$ cat config.mk
export PLATFORM = sky130hd
export DESIGN_NAME = hx8352_bus_arbiter
export DESIGN_NICKNAME = d
export VERILOG_FILES = /design/src/rtl/hx8352_pkg.sv /design/src/rtl/hx8352_cs_hold.sv /design/src/rtl/hx8352_bus_arbiter.sv
export SDC_FILE = /design/constraint.sdc
export NUM_CORES = 1
export LEC_CHECK = 0
export CAP_MARGIN = 10
export CORE_ASPECT_RATIO = 0.9
export CORE_UTILIZATION = 40
export CTS_CLUSTER_DIAMETER = 120
export DETAILED_ROUTE_END_ITERATION = 8
export PLACE_DENSITY_LB_ADDON = 0.1
export SLEW_MARGIN = 30
export SYNTH_ARGS = -nofsm -noshare
export SYNTH_HDL_FRONTEND = slang
export SYNTH_HIERARCHICAL = 1
export SYNTH_SLANG_ARGS = --single-unit
export TNS_END_PERCENT = 100
$ cat constraint.sdc
create_clock -name clk -period 1.87 [get_ports clk]
set_input_delay 0.561 -clock clk [delete_from_list [all_inputs] [get_ports clk]]
set_output_delay 0.561 -clock clk [all_outputs]
set_load 0.005 [all_outputs]
$ cat src/rtl/hx8352_pkg.sv
// Shared constants and arbiter state encoding for the HX8352 LCD bus arbiter.
package hx8352_pkg;

    localparam logic LCD_CMD   = 1'b0;
    localparam logic LCD_DATA  = 1'b1;

    localparam logic PORT_INIT = 1'b0;
    localparam logic PORT_DRAW = 1'b1;

    typedef enum logic [1:0] {
        ST_IDLE     = 2'd0,
        ST_GRANTED  = 2'd1,
        ST_ISSUE    = 2'd2,
        ST_WAIT_BUS = 2'd3
    } arb_state_e;

endpackage

$ cat src/rtl/hx8352_cs_hold.sv
// Drives the active-low LCD chip select: low while any port is granted,
// held low for CS_HOLD cycles after the grant ends, then released.
module hx8352_cs_hold #(
    parameter int CS_HOLD = 4
) (
    input  logic clk,
    input  logic rst,
    input  logic gnt_any,
    output logic lcd_cs
);

    localparam int CNT_W = (CS_HOLD < 1) ? 1 : $clog2(CS_HOLD + 1);

    logic [CNT_W-1:0] cnt_q, cnt_d;
    logic             cs_q, cs_d;

    // gnt_any is the arbiter's next-state grant, so chip select moves on the same edge as gnt.
    always_comb begin
        cnt_d = cnt_q;
        cs_d  = cs_q;
        if (gnt_any) begin
            cnt_d = CNT_W'(CS_HOLD);
            cs_d  = 1'b0;
        end else if (cnt_q != '0) begin
            cnt_d = cnt_q - CNT_W'(1);
            cs_d  = 1'b0;
        end else begin
            cs_d  = 1'b1;
        end
    end

    always_ff @(posedge clk or negedge rst) begin
        if (!rst) begin
            cnt_q <= '0;
            cs_q  <= 1'b1;
        end else begin
            cnt_q <= cnt_d;
            cs_q  <= cs_d;
        end
    end

    assign lcd_cs = cs_q;

endmodule

$ cat src/rtl/hx8352_bus_arbiter.sv
// Two-port arbiter in front of the HX8352 bus writer. Handshake: a port owns the
// bus while its gnt is high; each step strobe hands over one word, and the port
// must wait for its done pulse before stepping again. dbg_state exposes the FSM.
module hx8352_bus_arbiter
    import hx8352_pkg::*;
#(
    parameter int TIMEOUT_CYCLES = 1024,
    parameter int CS_HOLD        = 4,
    parameter int ROUND_ROBIN    = 0
) (
    input  logic        clk,
    input  logic        rst,
    input  logic        r0_req,
    input  logic        r0_lock,
    input  logic        r0_step,
    input  logic        r0_cod,
    input  logic [15:0] r0_data,
    output logic        r0_gnt,
    output logic        r0_done,
    input  logic        r1_req,
    input  logic        r1_lock,
    input  logic        r1_step,
    input  logic        r1_cod,
    input  logic [15:0] r1_data,
    output logic        r1_gnt,
    output logic        r1_done,
    output logic        bus_step,
    output logic        bus_cod,
    output logic [15:0] bus_data,
    input  logic        bus_done,
    output logic        lcd_cs,
    output logic        busy,
    output logic        timeout_err,
    output logic [1:0]  dbg_state
);

    localparam int WD_W = $clog2(TIMEOUT_CYCLES + 1);
    localparam logic [WD_W-1:0] WD_MAX  = WD_W'(TIMEOUT_CYCLES);
    localparam logic [WD_W-1:0] WD_LAST = WD_W'(TIMEOUT_CYCLES - 1);

    arb_state_e       state_q, state_d;
    logic             owner_q, owner_d;
    logic             last_q, last_d;
    logic             cod_q, cod_d;
    logic [15:0]      data_q, data_d;
    logic [WD_W-1:0]  wd_q, wd_d;
    logic             done_q, done_d;
    logic             err_q, err_d;

    logic own_req, own_lock, own_step, own_cod;
    logic [15:0] own_data;

    assign own_req  = (owner_q == PORT_DRAW) ? r1_req  : r0_req;
    assign own_lock = (owner_q == PORT_DRAW) ? r1_lock : r0_lock;
    assign own_step = (owner_q == PORT_DRAW) ? r1_step : r0_step;
    assign own_cod  = (owner_q == PORT_DRAW) ? r1_cod  : r0_cod;
    assign own_data = (owner_q == PORT_DRAW) ? r1_data : r0_data;

    always_comb begin
        state_d = state_q;
        owner_d = owner_q;
        last_d  = last_q;
        cod_d   = cod_q;
        data_d  = data_q;
        wd_d    = wd_q;
        done_d  = 1'b0;
        err_d   = err_q;
        case (state_q)
            ST_IDLE: begin
                if (r0_req || r1_req) begin
                    if (r0_req && r1_req) begin
                        owner_d = (ROUND_ROBIN != 0) ? ~last_q : PORT_INIT;
                    end else begin
                        owner_d = r1_req ? PORT_DRAW : PORT_INIT;
                    end
                    last_d  = owner_d;
                    state_d = ST_GRANTED;
                end
            end
            ST_GRANTED: begin
                if (own_step) begin
                    cod_d   = own_cod;
                    data_d  = own_data;
                    state_d = ST_ISSUE;
                end else if (!own_req && !own_lock) begin
                    state_d = ST_IDLE;
                end
            end
            ST_ISSUE: begin
                wd_d    = '0;
                state_d = ST_WAIT_BUS;
            end
            ST_WAIT_BUS: begin
                // A bus_done arriving on the terminal count still completes the word cleanly.
                if (bus_done) begin
                    done_d  = 1'b1;
                    state_d = ST_GRANTED;
                end else begin
                    if (wd_q != WD_MAX) wd_d = wd_q + WD_W'(1);
                    if (wd_q >= WD_LAST) begin
                        err_d   = 1'b1;
                        done_d  = 1'b1;
                        state_d = ST_IDLE;
                    end
                end
            end
            default: state_d = ST_IDLE;
        endcase
    end

    always_ff @(posedge clk or negedge rst) begin
        if (!rst) begin
            state_q <= ST_IDLE;
            owner_q <= PORT_INIT;
            last_q  <= PORT_DRAW;
            cod_q   <= LCD_CMD;
            data_q  <= '0;
            wd_q    <= '0;
            done_q  <= 1'b0;
            err_q   <= 1'b0;
        end else begin
            state_q <= state_d;
            owner_q <= owner_d;
            last_q  <= last_d;
            cod_q   <= cod_d;
            data_q  <= data_d;
            wd_q    <= wd_d;
            done_q  <= done_d;
            err_q   <= err_d;
        end
    end

    hx8352_cs_hold #(.CS_HOLD(CS_HOLD)) u_cs_hold (
        .clk     (clk),
        .rst     (rst),
        .gnt_any (state_d != ST_IDLE),
        .lcd_cs  (lcd_cs)
    );

    assign busy        = (state_q != ST_IDLE);
    assign r0_gnt      = busy && (owner_q == PORT_INIT);
    assign r1_gnt      = busy && (owner_q == PORT_DRAW);
    assign r0_done     = done_q && (owner_q == PORT_INIT);
    assign r1_done     = done_q && (owner_q == PORT_DRAW);
    assign bus_step    = (state_q == ST_ISSUE);
    assign bus_cod     = cod_q;
    assign bus_data    = data_q;
    assign timeout_err = err_q;
    assign dbg_state   = state_q;

endmodule

Yosys cells after proc, flatten, opt, wreduce, memory -nomap -nowiden
Cells that the tools add are included.
- mux-type cells: 23
- add/subtract/negate cells: 2
- eq/ne operators: 6
- order comparisons: 1
- bitwise logic cells: 2
- reductions and logical operators: 19
- operator list (cell ; number):
    two-way mux 11 bit ; 2
    case mux 11 bit (2 select lines) ; 1
    two-way mux 16 bit ; 1
    adder 11 x 1 -> 11 bit, second input constant ; 1
    >= comparator 11 x 10 -> 1 bit, second input constant ; 1
    two-way mux 1 bit ; 11
    != test 11 bit, second input constant ; 1
    two-way mux 2 bit ; 5
    case mux 2 bit (4 select lines) ; 1
    nonzero test 2 bit ; 4
    logical AND 1 bit ; 6
    two-way mux 3 bit ; 2
    AND reduction 3 bit ; 2
    == test 2 bit, second input constant ; 2
    != test 2 bit, second input constant ; 2
    AND reduction 2 bit ; 2
    nonzero test 3 bit ; 1
    subtractor 3 x 1 -> 3 bit, second input constant ; 1
    == test 2 x 1 -> 1 bit, second input constant ; 1
    zero test 1 bit ; 2
    zero test 2 bit ; 1
    NOT 1 bit ; 2
    logical OR 1 bit ; 1
- bits in registers: 37
- output and inout bits: 27
- input bits: 43

Longest topological paths before layout
Gate-level depths: netlist (run 1).
- depth in word-level cells: 8
- depth in mapped cells: 8

By module
The synthesis (run 1) kept the hierarchy.
- by module, submodules not included (module ; times used ; seq. area each (um^2) ; area an instance (um^2) ; cells each):
    hx8352_bus_arbiter ; 1 ; 825.8 ; 1729.2 ; 174
    hx8352_cs_hold ; 1 ; 101.3 ; 216.5 ; 18

Least setup slack after synthesis (run 1)
OpenSTA, ideal clock, no wires.
- path type: register to register
- from: reg wd_q[0]
- to: reg u_cs_hold.cnt_q[0]
- path buffers: 0
- period minus slack after synthesis: 1.752 ns
- slack: 0.118 ns
- data required time: 1.745 ns
- setup time: 0.125 ns
- data arrival time: 1.627 ns
- stages on the path, launching flop included: 8
- path through: dfrtp_1 ha_1 a21oi_1 o41ai_2 and3_1 o21ai_1 nor2b_1 mux2_4
- word-level cells in the longest chain between the ends: 6
- elaborated cells between the ends (all ways): 7
- those cells by class: order compare (1); mux (4); reduce/logical (2)
- ends and longest elaborated chain (what ; line ; text):
    start, declared ; hx8352_bus_arbiter.sv:46 ; logic [WD_W-1:0] wd_q, wd_d;
    start signal, assigned ; hx8352_bus_arbiter.sv:127 ; wd_q <= wd_d;
    >= comparator 11 x 10 -> 1 bit (*) ; hx8352_bus_arbiter.sv:100 ; if (wd_q >= WD_LAST) begin
    two-way mux 2 bit (*) ; hx8352_bus_arbiter.sv:100 ;
    two-way mux 2 bit (*) ; hx8352_bus_arbiter.sv:95 ; if (bus_done) begin
    case mux 2 bit (4 select lines) (*) ; hx8352_bus_arbiter.sv:68 ; case (state_q)
    nonzero test 2 bit (*) ; hx8352_bus_arbiter.sv:136 ; .gnt_any (state_d != ST_IDLE),
    two-way mux 3 bit or nonzero test 2 bit (tied branches) ; n/a ;
    end signal, assigned ; hx8352_cs_hold.sv:37 ; cnt_q <= cnt_d;
    end, declared ; hx8352_cs_hold.sv:14 ; logic [CNT_W-1:0] cnt_q, cnt_d;
Mark *: on every way between the ends. The rest lies on a longest branch, timed or not.
A chain may end at the register's enable or synchronous reset.

Worst setup path after layout (run 1)
- from: reg state_q[0], in the netlist dbg_state[0]
- to: out bus_step
- word-level cells in the longest chain between the ends: 1
- ends and longest elaborated chain (what ; line ; text):
    start, declared ; hx8352_bus_arbiter.sv:41 ; arb_state_e state_q, state_d;
    start signal, assigned ; hx8352_bus_arbiter.sv:122 ; state_q <= state_d;
    == test 2 bit ; hx8352_bus_arbiter.sv:145 ; assign bus_step = (state_q == ST_ISSUE);
    end, declared ; hx8352_bus_arbiter.sv:27 ; output logic bus_step,
No other way between the ends.

==> results of run 1 <==
[layer usage]
layer / part of all wire / up-vias
li1: - / 868
met1: 0.47 / 804
met2: 0.47 / 47
met3: 0.045 / 7
met4: 0.012 / 0
met5: 0 / -
[worst max-delay path: stages, from the launching register on]
cell	delay, ps
dfrtp_2	430
buf_4	160
nor2_2	130
dlygate4sd2_1	260
[registers in the layout, indices dropped and copies added, names as in the netlist]
signal            count
bus_cod               1
timeout_err           1
owner_q               1
done_q                1
dbg_state             2
u_cs_hold/lcd_cs      1
u_cs_hold/cnt_q       3
bus_data             16
wd_q                 11
[Yosys cell counts (2+ instances only)]
cell	instances	area [um2]
dfrtp_1	36	900.9
nor2_1	33	123.9
a21oi_1	24	120.1
mux2i_1	17	170.2
inv_1	9	33.78
nor2b_1	7	43.79
buf_6	5	56.30
nor3_1	5	25.02
ha_1	4	50.05
o31ai_1	4	30.03
xnor2_1	4	35.03
clkbuf_1	3	11.26
o21ai_0	3	15.01
buf_2	2	10.01
mux2_4	2	30.03
nand2_1	2	7.510
nand3_1	2	10.01
nand4_1	2	12.51
nor4_1	2	12.51
xor2_1	2	17.52
[report_power, final]
part | internal, uW | total (uW) | switching [uW] | leakage (uW)
clock network | 301 | 574 | 273 | 0.0000455
registers | 1080 | 1240 | 159 | 0.000445
logic | 1150 | 2070 | 911 | 0.000846
[path summary, 6_finish.rpt]
| kind | startpoint | end | slack, ps |
|---|---|---|---|
| min in group clk | timeout_err$_DFFE_PN0P_ | timeout_err$_DFFE_PN0P_ | 470 |
| worst max-delay path | dbg_state[0]$_DFF_PN0_ | bus_step | 40 |
| worst min-delay path | rst | wd_q[6]$_DFFE_PN0P_ | 310 |
| worst min register to register | timeout_err$_DFFE_PN0P_ | timeout_err$_DFFE_PN0P_ | 470 |
| max in group asynchronous | rst | owner_q$_DFFE_PN0P_ | 1210 |
| worst max register to register | dbg_state[1]$_DFF_PN0_ | u_cs_hold/cnt_q[0]$_DFFE_PN0P_ | 100 |
[per-stage QoR]
stage	setup WS [ps]	cells	cell area, um2	TNS (ps)	util
floorplan	117.7	192	1946	0	-
CTS	3.410	353	2967	0	0.6524
finish	40.18	355	3000	0	0.6599
detailed placement	-298.0	341	2841	-3349	0.6249
global route	-23.83	355	3000	-42.29	0.6599
global placement	-250.4	341	2841	-2944	0.6249
[kinds of logic after synthesis]
| logic type | synth area share |
|---|---|
| xor+xnor | 0.02701 |
| mux | 0.1029 |
| fa+ha+maj | 0.02572 |
| simple gates | 0.1891 |
| buf+inv | 0.05723 |
| flops | 0.4765 |
| compound gates | 0.1216 |
[what timing repair did]
item	in CTS	in global routing
buffers inserted	4	2
gates cloned	0	0
pin swaps	2	2
setup endpoints to repair	9	6
gates resized for setup	15	12
[layout make-up]
cell class	count	area [um2]
fill	403	1546
inverter	9	33.78
multi-input combinational	136	950.9
sequential	37	929.6
timing repair buffer	103	918.4
clock buffer	8	90.09
tap	62	77.57
==> impl_metrics.json, run 1 <==
{
  "outcome": "complete, no violations",
  "cts.sinks": 37,
  "maxCapViolCount": 0,
  "worst_pin_slew_ps": 471.7,
  "min_period_ps": 1830,
  "coreArea_mm2": 0.004547,
  "grt_pass1_vias": 1606,
  "ys_seq_area_frac": 0.4765,
  "setup.worst_path.class": "reg -> out",
  "drc": 0,
  "critPathMaxFanout": 3,
  "grt_max_degree": 38,
  "drt_iter0_drc": 104,
  "synth_edf_count": 0,
  "p_leak_uw": 0.001337,
  "routed_via_density": 4.862,
  "cp-end-kind": "primary output",
  "initial_utilization": 0.4279,
  "reg2reg_depth": 8,
  "grt_usage": 0.2016,
  "worst_clock_skew_ps": 5.273,
  "path_clk_slew_ps": 70,
  "dpl.hpwl_um": 3507,
  "synth_top_flop_cell": "dfrtp_1",
  "place_congestion": 0.8190,
  "clock_latency_ps": 290,
  "syn_avg_cell_area_um2": 10.13,
  "antenna_found_initial": 0,
  "setup_viol": 0,
  "layout-drive-gt1-share": 0.2184,
  "numCtsBuffers": 5,
  "num_rows": 23,
  "slew_headroom": 0.6855,
  "drt_pass1_iterations": 6,
  "hold_viol": 0,
  "grt_overflow_total": 0,
  "vias": 1726,
  "wire_per_inst_um": 13.70,
  "crit_arrival_ps": 1270,
  "max-vdd-ir-drop_mv": 0.6244,
  "htree_levels": 2,
  "layout_common_cells": "clkdlybuf4s50_1 (59), dfrtp_1 (34), buf_4 (34)",
  "holdWs_ps": 308.7,
  "worst_setup_path_start_kind": "register",
  "die-height_um": 68.17,
  "power_density_mw_per_mm2": 1294,
  "met1_usage": 0.2761,
  "max_freq_mhz": 546.5,
  "dieWidth_um": 75.52,
  "grt_use_met2": 0.3181,
  "period_share": 0.9785,
  "area_delta_synth_final_pct": 54.21,
  "grt_busiest_layer": "met2",
  "rsz0062_at_grt": "true",
  "p_total_uw": 3883,
  "syn_area_mm2": 0.001946,
  "top_level_ports": 70,
  "die_area_mm2": 0.005147,
  "synth_seq_cells": 37,
  "ant_nets": 0,
  "slew_violations": 0,
  "use_met3": 0.04124,
  "netlist_instances": 192,
  "layout_commonest_cell": "clkdlybuf4s50_1",
  "antennaDiodeCount": 0,
  "hold_buffers": 0,
  "final_nets": 339,
  "ys_warn_count": 6,
  "routed_wl_um": 4864,
  "portBuffers": 69,
  "hp-class": "in -> async",
  "clock_tree.root_cell": "clkbuf_8",
  "tritoncts": "yes",
  "grt_pass1_wl_um": 7569,
  "syn_nets": 239,
  "clockBufferDepth": 2,
  "cp.required_ps": 1310,
  "synth-async-reset-ratio": 1.000,
  "synth_cell_type_count": 44
}
Power figures use the tool's default switching activity.
==> run 2: changes to the inputs <==
Settings changed: CAP_MARGIN 10 to default, CORE_UTILIZATION 40 to 30, HOLD_SLACK_MARGIN from default to 0.08.
==> run 2 against run 1 <==
  * Worst hold slack worse by 76 ps
  * Sequential power barely moved
  * Combinational power is essentially flat
  * Power is 0.58% lower
  * Sequential share of layout area is 0.52 points lower
  * Non-clock buffer count fell by 5
  * Highest routed layer unchanged
  * Register-to-register slack better by 20 ps
==> impl_metrics.json, run 2 (same netlist as run 1, synthesis figures left out) <==
{
  "power_density_mw_per_mm2": 1263,
  "setup.worst_path.class": "reg -> out",
  "crit_top_cell": "buf_4",
  "holdWs_ps": 232.8,
  "clockBufferDepth": 2,
  "r2r_slack_ps": 120,
  "numCtsBuffers": 5,
  "dpl.hpwl_um": 3501,
  "final_nets": 334,
  "slew_headroom": 0.6857,
  "grt_pass1_vias": 1634,
  "area_delta_synth_final_pct": 57.04,
  "grt_overflow_total": 0,
  "largest_reg_flops": 16,
  "antennaDiodeCount": 0,
  "use_met3": 0.03785,
  "grt_pass1_wl_um": 7810,
  "dieWidth_um": 86.89,
  "setup_viol": 0,
  "max_freq_mhz": 560.2,
  "dp.cells": 363,
  "place_area_mm2": 0.002863,
  "initial_utilization": 0.3147,
  "drc": 0,
  "pwr-share-clk": 0.139,
  "routed_wl_um": 4970,
  "cp.buffers_inverters": 3,
  "max-vdd-ir-drop_mv": 0.4947,
  "tritoncts": "yes",
  "period_share": 0.9546,
  "outcome": "complete, no violations",
  "intPower_uw": 2507,
  "p_leak_uw": 0.001384,
  "path_delay_family": "buffers and inverters",
  "worst_pin_slew_ps": 467.1,
  "portBuffers": 69,
  "crit_path_cell_trace": "buf_4, buf_4, clkdlybuf4s15_1",
  "worst_clock_skew_ps": 3.133,
  "htree_levels": 2,
  "clock_latency_ps": 280,
  "ant_nets": 0,
  "vias": 1683,
  "hold_buffers": 0,
  "crit_slowest_cell": "dfrtp_2",
  "place_congestion": 0.7330,
  "critPathMaxFanout": 6,
  "switching_power_uw": 1353,
  "cp.required_ps": 1310,
  "layout-drive-gt1-share": 0.2049,
  "top_level_ports": 70,
  "drt_iter0_drc": 58,
  "rr_startpoint": "dbg_state[1]$_DFF_PN0_",
  "share_seq_of_total_power": 0.329,
  "reg2reg_depth": 8,
  "antenna_found_initial": 0,
  "cp-end-kind": "primary output",
  "die_area_mm2": 0.006812,
  "swShare": 0.3506,
  "met1_usage": 0.2123,
  "path_clk_slew_ps": 70,
  "crit_arrival_ps": 1220,
  "die-height_um": 78.40,
  "drt_pass1_iterations": 4,
  "min_period_ps": 1785,
  "maxCapViolCount": 0,
  "hold_viol": 0,
  "layout_commonest_cell": "clkdlybuf4s50_1",
  "routed_via_density": 4.488,
  "final_cell_area_mm2": 0.003055,
  "clock_tree.root_cell": "clkbuf_8",
  "utilization": 0.4942,
  "hp-class": "in -> async",
  "reg2reg_to": "u_cs_hold/cnt_q[1]$_DFFE_PN0P_",
  "cts.sinks": 37,
  "finalNonFillerCells": 375,
  "num_rows": 27,
  "layout_common_cells": "clkdlybuf4s50_1 (56), dfrtp_1 (33), nor2_1 (30)",
  "wire_per_inst_um": 13.25,
  "grt_use_met2": 0.2236,
  "crit_path_max_incr_delay_ps": 450,
  "grt_usage": 0.1506,
  "grt_max_degree": 38,
  "grt_busiest_layer": "met2",
  "worst_setup_path_start_kind": "register",
  "coreArea_mm2": 0.006182,
  "combPwrFrac": 0.532,
  "slew_violations": 0
}
## run 2: cell types whose count changed in the layout (fill, tap and decap cells not counted), sizes merged
cell           previous run  this run
buf                      35        30
clkbuf                   11         8
clkdlybuf4s15             0         1
clkdlybuf4s50            59        56
dlymetal6s2s              0         5
## run 2: metrics by stage
step,TNS (ps),power [uW],setup slack (ps)
detailed placement,-3979,3224,-294.7
CTS,-132.9,3844,-114.6
global placement,-3623,3214,-264.9
global route,-2.740,4167,-2.740
floorplan,0,2297,117.7
finish,0,3860,84.98
## run 2: layout make-up
| cell class | count | area, um2 |
|---|---|---|
| Multi-Input combinational cell | 136 | 977.2 |
| Tap cell | 87 | 108.9 |
| Clock buffer | 8 | 80.08 |
| Sequential cell | 37 | 930.9 |
| Inverter | 9 | 33.78 |
| Fill cell | 605 | 3127 |
| Timing Repair Buffer | 98 | 924.6 |
## run 2: repair_timing
| item | 4_1_cts | 5_1_grt |
|---|---|---|
| setup buffers | 4 | 0 |
| pin swaps | 0 | 0 |
| gates resized for setup | 15 | 17 |
| endpoints found under the setup margin | 9 | 8 |
## run 2: worst max path at each step
stage | start | end | slack, ps | depth (start not counted)
after global routing | dbg_state[1]$_DFF_PN0_ | u_cs_hold/cnt_q[1]$_DFFE_PN0P_ | -3 | 8
after floorplan | wd_q[0]$_DFFE_PN0P_ | u_cs_hold/cnt_q[0]$_DFFE_PN0P_ | 120 | 7
after detailed placement | r1_req | u_cs_hold/cnt_q[1]$_DFFE_PN0P_ | -290 | 8
after global placement | r1_req | u_cs_hold/cnt_q[1]$_DFFE_PN0P_ | -260 | 8
after CTS | dbg_state[1]$_DFF_PN0_ | r1_gnt | -110 | 3
final | dbg_state[1]$_DFF_PN0_ | dbg_state[1] | 80 | 3
## run 2: routing by layer
metal	routed length [um]	vias to the layer above
li1	-	860
met4	46	0
met2	2214	38
met1	2475	781
met3	233	4
met5	0	-
## run 2: power groups by stage
stage / clock network (uW) / registers (uW) / logic (uW)
global route: 586 / 1310 / 2270
detailed placement: 0 / 1270 / 1950
CTS: 558 / 1270 / 2010
floorplan: 0 / 1260 / 1030
finish: 537 / 1270 / 2050
global placement: 0 / 1270 / 1940
## run 2: worst reg2reg max path: stages (launching register included)
cell and delay [ps]:
dfrtp_2 450, buf_4 140, buf_4 140, nor4b_2 310, o22ai_2 160, o21ai_2 110, buf_4 150, nand4bb_1 110
o31ai_1 70
